$ cat src/rtl/ir_ac_cmd_scheduler.sv
`default_nettype none
// +----------------------------------------------------------------------------+
// | ir_ac_cmd_scheduler                                                        |
// | Air-conditioner settings register, IR frame encoder and frame scheduler.  |
// | Revision: 1.0                                                              |
// +----------------------------------------------------------------------------+
module ir_ac_cmd_scheduler #(
  parameter int          GAP_CYC    = 12_500_000,
  parameter int          TEMP_MIN   = 16,
  parameter int          TEMP_MAX   = 30,
  parameter int          TEMP_RST   = 26,
  parameter logic [24:0] FIXED35_LO = 25'h0000A52,
  parameter logic [27:0] FIXED32_HI = 28'h0802000
) (
  input  logic        clk,
  input  logic        rst,
  input  logic        btn_power,
  input  logic        btn_mode,
  input  logic        btn_fan,
  input  logic        btn_temp_up,
  input  logic        btn_temp_dn,
  input  logic        tx_busy,
  input  logic        tx_done,
  output logic        tx_req,
  output logic [34:0] data35,
  output logic [31:0] data32,
  output logic        cur_power,
  output logic [2:0]  cur_mode,
  output logic [1:0]  cur_fan,
  output logic [4:0]  cur_temp,
  output logic        pending
);

  localparam logic [4:0] C_TEMP_MIN = 5'(TEMP_MIN);
  localparam logic [4:0] C_TEMP_MAX = 5'(TEMP_MAX);
  localparam logic [4:0] C_TEMP_RST = 5'(TEMP_RST);
  localparam int         C_CNT_W    = (GAP_CYC > 1) ? $clog2(GAP_CYC) : 1;
  localparam logic [C_CNT_W-1:0] C_GAP_LAST = C_CNT_W'(GAP_CYC - 1);

  typedef enum logic [2:0] {
    S_IDLE = 3'd0,
    S_LOAD = 3'd1,
    S_REQ  = 3'd2,
    S_WAIT = 3'd3,
    S_GAP  = 3'd4
  } state_t;

  state_t             r_state;
  state_t             w_next;
  logic [C_CNT_W-1:0] r_gap_cnt;

  logic       w_power;
  logic [2:0] w_mode;
  logic [1:0] w_fan;
  logic [4:0] w_temp;
  logic       w_changed;
  logic [3:0] w_tc;
  logic [3:0] w_csum;

  // One button per cycle by fixed priority; while off only power is honoured
  always_comb begin
    w_power   = cur_power;
    w_mode    = cur_mode;
    w_fan     = cur_fan;
    w_temp    = cur_temp;
    w_changed = 1'b0;
    if (btn_power) begin
      w_power   = ~cur_power;
      w_changed = 1'b1;
    end else if (cur_power) begin
      if (btn_mode) begin
        w_mode    = (cur_mode == 3'd4) ? 3'd0 : cur_mode + 3'd1;
        w_changed = 1'b1;
      end else if (btn_fan) begin
        w_fan     = cur_fan + 2'd1;
        w_changed = 1'b1;
      end else if (btn_temp_up) begin
        if (cur_temp < C_TEMP_MAX) begin
          w_temp    = cur_temp + 5'd1;
          w_changed = 1'b1;
        end
      end else if (btn_temp_dn) begin
        if (cur_temp > C_TEMP_MIN) begin
          w_temp    = cur_temp - 5'd1;
          w_changed = 1'b1;
        end
      end
    end
  end

  assign w_tc   = 4'(cur_temp - C_TEMP_MIN);
  assign w_csum = {1'b0, cur_mode} + w_tc + {3'b000, cur_power} + {2'b00, cur_fan};

  always_comb begin
    w_next = r_state;
    tx_req = 1'b0;
    case (r_state)
      S_IDLE: if (pending) w_next = S_LOAD;
      S_LOAD: w_next = S_REQ;
      S_REQ: begin
        tx_req = 1'b1;
        if (tx_done)      w_next = S_GAP;
        else if (tx_busy) w_next = S_WAIT;
      end
      S_WAIT: if (tx_done) w_next = S_GAP;
      S_GAP:  if (r_gap_cnt == C_GAP_LAST) w_next = S_IDLE;
      default: w_next = S_IDLE;
    endcase
  end

  always_ff @(posedge clk or negedge rst) begin
    if (!rst) begin
      r_state   <= S_IDLE;
      r_gap_cnt <= '0;
    end else begin
      r_state   <= w_next;
      r_gap_cnt <= (r_state == S_GAP && r_gap_cnt != C_GAP_LAST) ? r_gap_cnt + 1'b1 : '0;
    end
  end

  // A change applied during LOAD wins over the clear so it reaches the next frame
  always_ff @(posedge clk or negedge rst) begin
    if (!rst) begin
      cur_power <= 1'b0;
      cur_mode  <= 3'd1;
      cur_fan   <= 2'd0;
      cur_temp  <= C_TEMP_RST;
      pending   <= 1'b0;
      data35    <= '0;
      data32    <= '0;
    end else begin
      cur_power <= w_power;
      cur_mode  <= w_mode;
      cur_fan   <= w_fan;
      cur_temp  <= w_temp;
      if (w_changed)              pending <= 1'b1;
      else if (r_state == S_LOAD) pending <= 1'b0;
      if (r_state == S_LOAD) begin
        data35 <= {cur_mode, cur_power, cur_fan, w_tc, FIXED35_LO};
        data32 <= {FIXED32_HI, w_csum};
      end
    end
  end

endmodule
`default_nettype wire

$ cat config.mk
export PLATFORM = sky130hd
export DESIGN_NAME = ir_ac_cmd_scheduler
export DESIGN_NICKNAME = d
export VERILOG_FILES = /design/src/rtl/ir_ac_cmd_scheduler.sv
export SDC_FILE = /design/constraint.sdc
export NUM_CORES = 1
export LEC_CHECK = 0
export CORE_MARGIN = 3
export CORE_UTILIZATION = 45
export CTS_BUF_LIST = sky130_fd_sc_hd__clkbuf_8
export DETAILED_ROUTE_END_ITERATION = 16
export PLACE_DENSITY = 0.78
export SLEW_MARGIN = 10
export SYNTH_ARGS = -nofsm -noshare
export SYNTH_HDL_FRONTEND = slang
export SYNTH_SLANG_ARGS = --single-unit
$ cat constraint.sdc
create_clock -name clk -period 1.8 [get_ports clk]
set_input_delay 0.36 -clock clk [delete_from_list [all_inputs] [get_ports clk]]
set_output_delay 0.36 -clock clk [all_outputs]
set_load 0.01 [all_outputs]
# ---- Word level (Yosys, flattened, before mapping)
# Index checks and enable logic that the tools add are counted.
dict set report op_classes {
  eq_ne 12
  bitwise_logic 4
  n_div 0
  n_reduce_logical 9
  muxes 23
  mul 0
  add_sub_neg 9
  shift 0
  n_lt_le_gt_ge 2
}
# op count
set ops {}
lappend ops {{$add A24 B1 Y24 const B} 1}
lappend ops {{$eq A24 B24 Y1 const B} 1}
lappend ops {{$mux W24} 1}
lappend ops {{$ne A24 B24 Y1 const B} 1}
lappend ops {{$mux W5} 4}
lappend ops {{$mux W3} 6}
lappend ops {{$pmux W3 S5} 1}
lappend ops {{$mux W1} 11}
lappend ops {{$reduce_and A4 Y1} 2}
lappend ops {{$reduce_and A7 Y1} 1}
lappend ops {{$eq A3 B2 Y1 const B} 2}
lappend ops {{$eq A3 B3 Y1 const B} 2}
lappend ops {{$ne A2 B2 Y1 const B} 3}
lappend ops {{$reduce_bool A2 Y1} 3}
lappend ops {{$add A5 B1 Y5 const B} 1}
lappend ops {{$gt A5 B5 Y1 const B} 1}
lappend ops {{$lt A5 B5 Y1 const B} 1}
lappend ops {{$sub A5 B1 Y5 const B} 1}
lappend ops {{$add A3 B4 Y4} 1}
lappend ops {{$add A4 B1 Y4} 1}
lappend ops {{$add A4 B2 Y4} 1}
lappend ops {{$not A1 Y1} 4}
lappend ops {{$sub A4 B1 Y4 const B} 1}
lappend ops {{$add A3 B1 Y3 const B} 1}
lappend ops {{other kinds (7)} 7}
dict set report word_totals {
  inputBits 9
  output_inout_bits 80
  latchBits 0
  ramBits 0
  romBits 0
  mem_count 0
  reg_bits 59
  elab_cells 68
}

# ---- Longest topological paths before layout
dict set report depth {
  word_depth 9
  mapped_depth 7
  mapped_depth_nobuf 6
}

# ---- Worst setup path after synthesis
# Ideal clock, no wire load.
dict set report synth_timing {
  kind {register -> register}
  start {reg cur_temp[1]}
  end {reg data32[3]}
  stages_incl_launch_ff 7
  period_less_slack_ns 1.994
  path_slack_ns -0.194
  setup_ns 0.135
  required_time_ns 1.665
  n_path_buf 0
  t_arrival_ns 1.859
  path_cell_list {dfstp_2 fa_1 ha_1 a21o_1 a21oi_1 xnor2_1 o21ai_0}
}
dict set report synth_between {
  elab_chain_len 4
}
# element line
set synth_rtl {}
lappend synth_rtl {{start, declared} 30} ;# output logic [4:0] cur_temp,
lappend synth_rtl {{start signal, assigned} 135} ;# cur_temp <= w_temp;
lappend synth_rtl {{$sub A4 B1 Y4} 91} ;# assign w_tc = 4'(cur_temp - C_TEMP_MIN);
lappend synth_rtl {{$add A3 B4 Y4} 92} ;# assign w_csum = {1'b0, cur_mode} + w_tc + {3'b000, cur_power} + {2'b00, cur_fan};
lappend synth_rtl {{$add A4 B1 Y4} 92}
lappend synth_rtl {{$add A4 B2 Y4} 92}
lappend synth_rtl {{end signal, assigned} 140} ;# data32 <= {FIXED32_HI, w_csum};
lappend synth_rtl {{end, declared} 26} ;# output logic [31:0] data32,
# No other way between the ends.
# A chain may end at the register's enable or synchronous reset.

# ---- Worst setup path in the final report
# Same ends and word-level chain as after synthesis.

==> impl_metrics.toml <==
[status]
status = "finished, violations left"
violations = "setup timing"

[worst_hold_path]
hp-class = "register to register"

[logic_synthesis]
synthAdderAreaFrac = 0.0647
yosysTopAreaCell = "dfrtp_1"
synth_flop_cell = "dfrtp_1"
synth_top_family_by_area = "simple AND/OR/NAND/NOR gates"
synthSimpleGateAreaFrac = 0.212
ys_seq_area_frac = 0.428
synth_top_cell_area_share = 0.395
ys_warn_count = 0
synthTopCellsByArea = "dfrtp_1 39%, buf_4 13%, nand2_1 5.9%"
syn_inst = 335
synthMuxAreaShare = 0.0107
synth.distinct_cells = 43
synth.avg_cell_area_um2 = 9.46
synth.cell_area_mm2 = 0.00317
synth_edf_count = 0
ys_ff_latch = 54
async_reset_ff_frac = 1.00
synth_compound_area_frac = 0.0770
synth_xor_area_frac = 0.0580

[grt]
grt_pass1_vias = 2297
grt_max_degree = 31
grt_usage = 0.164
grt_pass1_wl_um = 11000
overflow = 0
antenna_found_initial = 0

[placed_design]
place_congestion = 0.900
dpl.cell_count = 486
portBuffers = 42
hpwlAfterDp_um = 4930

[final_layout]
layout-drive-gt1-share = 0.171
mostFrequentLayoutCells = "50 x nand2_1, 48 x dfrtp_1, 46 x conb_1, 31 x clkdlybuf4s50_1, 31 x buf_4"
diodes = 0
layout.nets = 425
synthToLayoutAreaGrowth_pct = 21.3
num-fill-cells = 589
seqCellArea_mm2 = 0.00136
multi_input_area_mm2 = 0.00156
final_common_cell = "nand2_1"
fin_cells = 496

[worst_setup_path]
worst_setup_path_start_kind = "register"
r2r-end = "data32[3]"
cp.required_ps = 1990
worst-path-buf-inv = 0
cp_slowest_cell = "dfstp_2"
arrival_ps = 2130
worst-path-stages = 6
worstSetupPathType = "register to register"
cp-endpoint = "data32[3]"
max_stage_delay_ps = 560
reg2reg_depth = 6
r2r_slack_ps = -140
startpoint = "cur_temp[1]"
timing.rr.start = "cur_temp[1]"
critical_path.top_delay_family = "adder cells"
critical_path.endpoint_type = "register"
crit_path_max_fanout = 2
path_cells = "fa_1, ha_1, a21o_1, a21oi_2, xnor2_1, o21ai_1"

[drt]
via_per_inst = 4.77
wl_met2_um = 3490
dr.pass1.iters = 4
drcViolationCount = 0
top_layer_used = "met4"
dr_wl_met3_um = 238
detail_route.wirelength_um = 6520
drtIter0Drc = 76
ant_nets = 0
drt-met1-wl_um = 2730
avgRoutedWirePerCell_um = 13.1
vias = 2367

[floorplan]
chipHeight_um = 89.9
coreArea_mm2 = 0.00660
floorplan.initialDensity = 0.480
rows = 29
io_pins = 89
die_w_um = 89.9
dieArea_mm2 = 0.00809

[clock_tree]
cts_sinks = 54
cts_tree = "done"
clock_latency_ps = 310
clk_pin_slew_worst_paths_ps = 100
cts-root-buf = "clkbuf_8"
htree_levels = 2
cts_buffers = 5
clockBufferDepth = 2

[sta]
timing.final.ws_setup_ps = -136
hold_viol = 0
holdWs_ps = 485
fmax_mhz = 516
finClkSkew_ps = 5.12
tns_ps = -285
post-route-min-period_ps = 1940
finalMaxSlewViolations = 0
period_share = 1.08
rsz0062_at_grt = "yes"
setup_viol = 4

[flow_run]
drv_cap = 0

[pwr]
p_leak_nw = 1.81
p_per_area_mw_per_mm2 = 1350
ir_worst_vdd_mv = 0.866
## worst register-to-register path, stage by stage (launching register included)
cell,delay [ps]
dfstp_2,560
fa_1,450
ha_1,300
a21o_1,170
a21oi_2,120
xnor2_1,150
o21ai_1,80
## cells by family (layout without fill, tap and decap cells)
family | count (synthesis) | in the layout
AOI/OAI and AO/OA | 42 | 42
xor gates and xnor gates | 21 | 21
adders and majority gates | 14 | 14
buffers and inverters | 70 | 93
DFF | 54 | 54
muxes | 3 | 3
other | 1 | 46
and+or+nand+nor | 130 | 130
## registers in the layout (all words and copies together), names as in the netlist
| name | count |
|---|---|
| cur_mode | 3 |
| cur_fan | 2 |
| data32 | 4 |
| cur_temp | 5 |
| r_state | 3 |
| pending | 1 |
| cur_power | 1 |
| r_gap_cnt | 24 |
| data35 | 11 |
## final cells by class
type / count / share of cell area
multi-input cells: 256 / 0.405
flip-flops and latches: 54 / 0.353
repair buffers: 76 / 0.180
well taps: 93 / 0.0303
clock buffers: 5 / 0.0179
inverters: 9 / 0.00879
clock inverters: 3 / 0.00456
## per-layer routing
layer | GRT usage | vias up
met4 | 0.0383 | 0
li1 | - | 1161
met3 | 0.0342 | 7
met2 | 0.286 | 53
met1 | 0.209 | 1146
met5 | 0 | -
## what timing repair did
item,in CTS,in global routing
resized for setup,11,9
setup buffers,0,1
endpoints found under the setup margin,13,22
hold endpoints to repair,2,0
hold buffers,1,0
pin swaps,4,2
## worst min path at each step
stage / depth (start not counted) / slack, ps / end / startpoint
2_1_floorplan: 0 / 60 / cur_fan[0] / rst
3_3_place_gp: 2 / 340 / r_gap_cnt[15] / rst
3_5_place_dp: 2 / 340 / r_gap_cnt[15] / rst
4_1_cts: 2 / 490 / data32[0] / data32[0]
5_1_grt: 2 / 510 / data35[27] / data35[27]
6_report: 2 / 490 / data32[0] / data32[0]
## power by group
part,total (mW),switching (mW),internal [mW]
sequential,1.81,0.250,1.56
combinational,2.69,1.34,1.36
clock,0.683,0.410,0.273
## cell usage after synthesis, drive strengths merged (5+ instances only)
cell type,n
xnor2,8
nand4,11
or3,10
dfrtp,50
nand2,50
nor2,22
and3,5
nand2b,5
xor2,13
ha,10
o21ai,20
a21oi,13
buf,57
inv,9
nand3,7
## through the flow
stage | utilization | setup WS [ps] | instance area [um^2] | power (mW)
after detailed placement | 0.560 | -648 | 3700 | 4.51
after floorplan | - | -121 | 3360 | 3.29
final | 0.582 | -136 | 3840 | 5.19
after CTS | 0.576 | -149 | 3800 | 5.19
after global placement | 0.560 | -589 | 3700 | 4.41
after global routing | 0.582 | -198 | 3840 | 5.61
(Power assumes the default switching activity.)
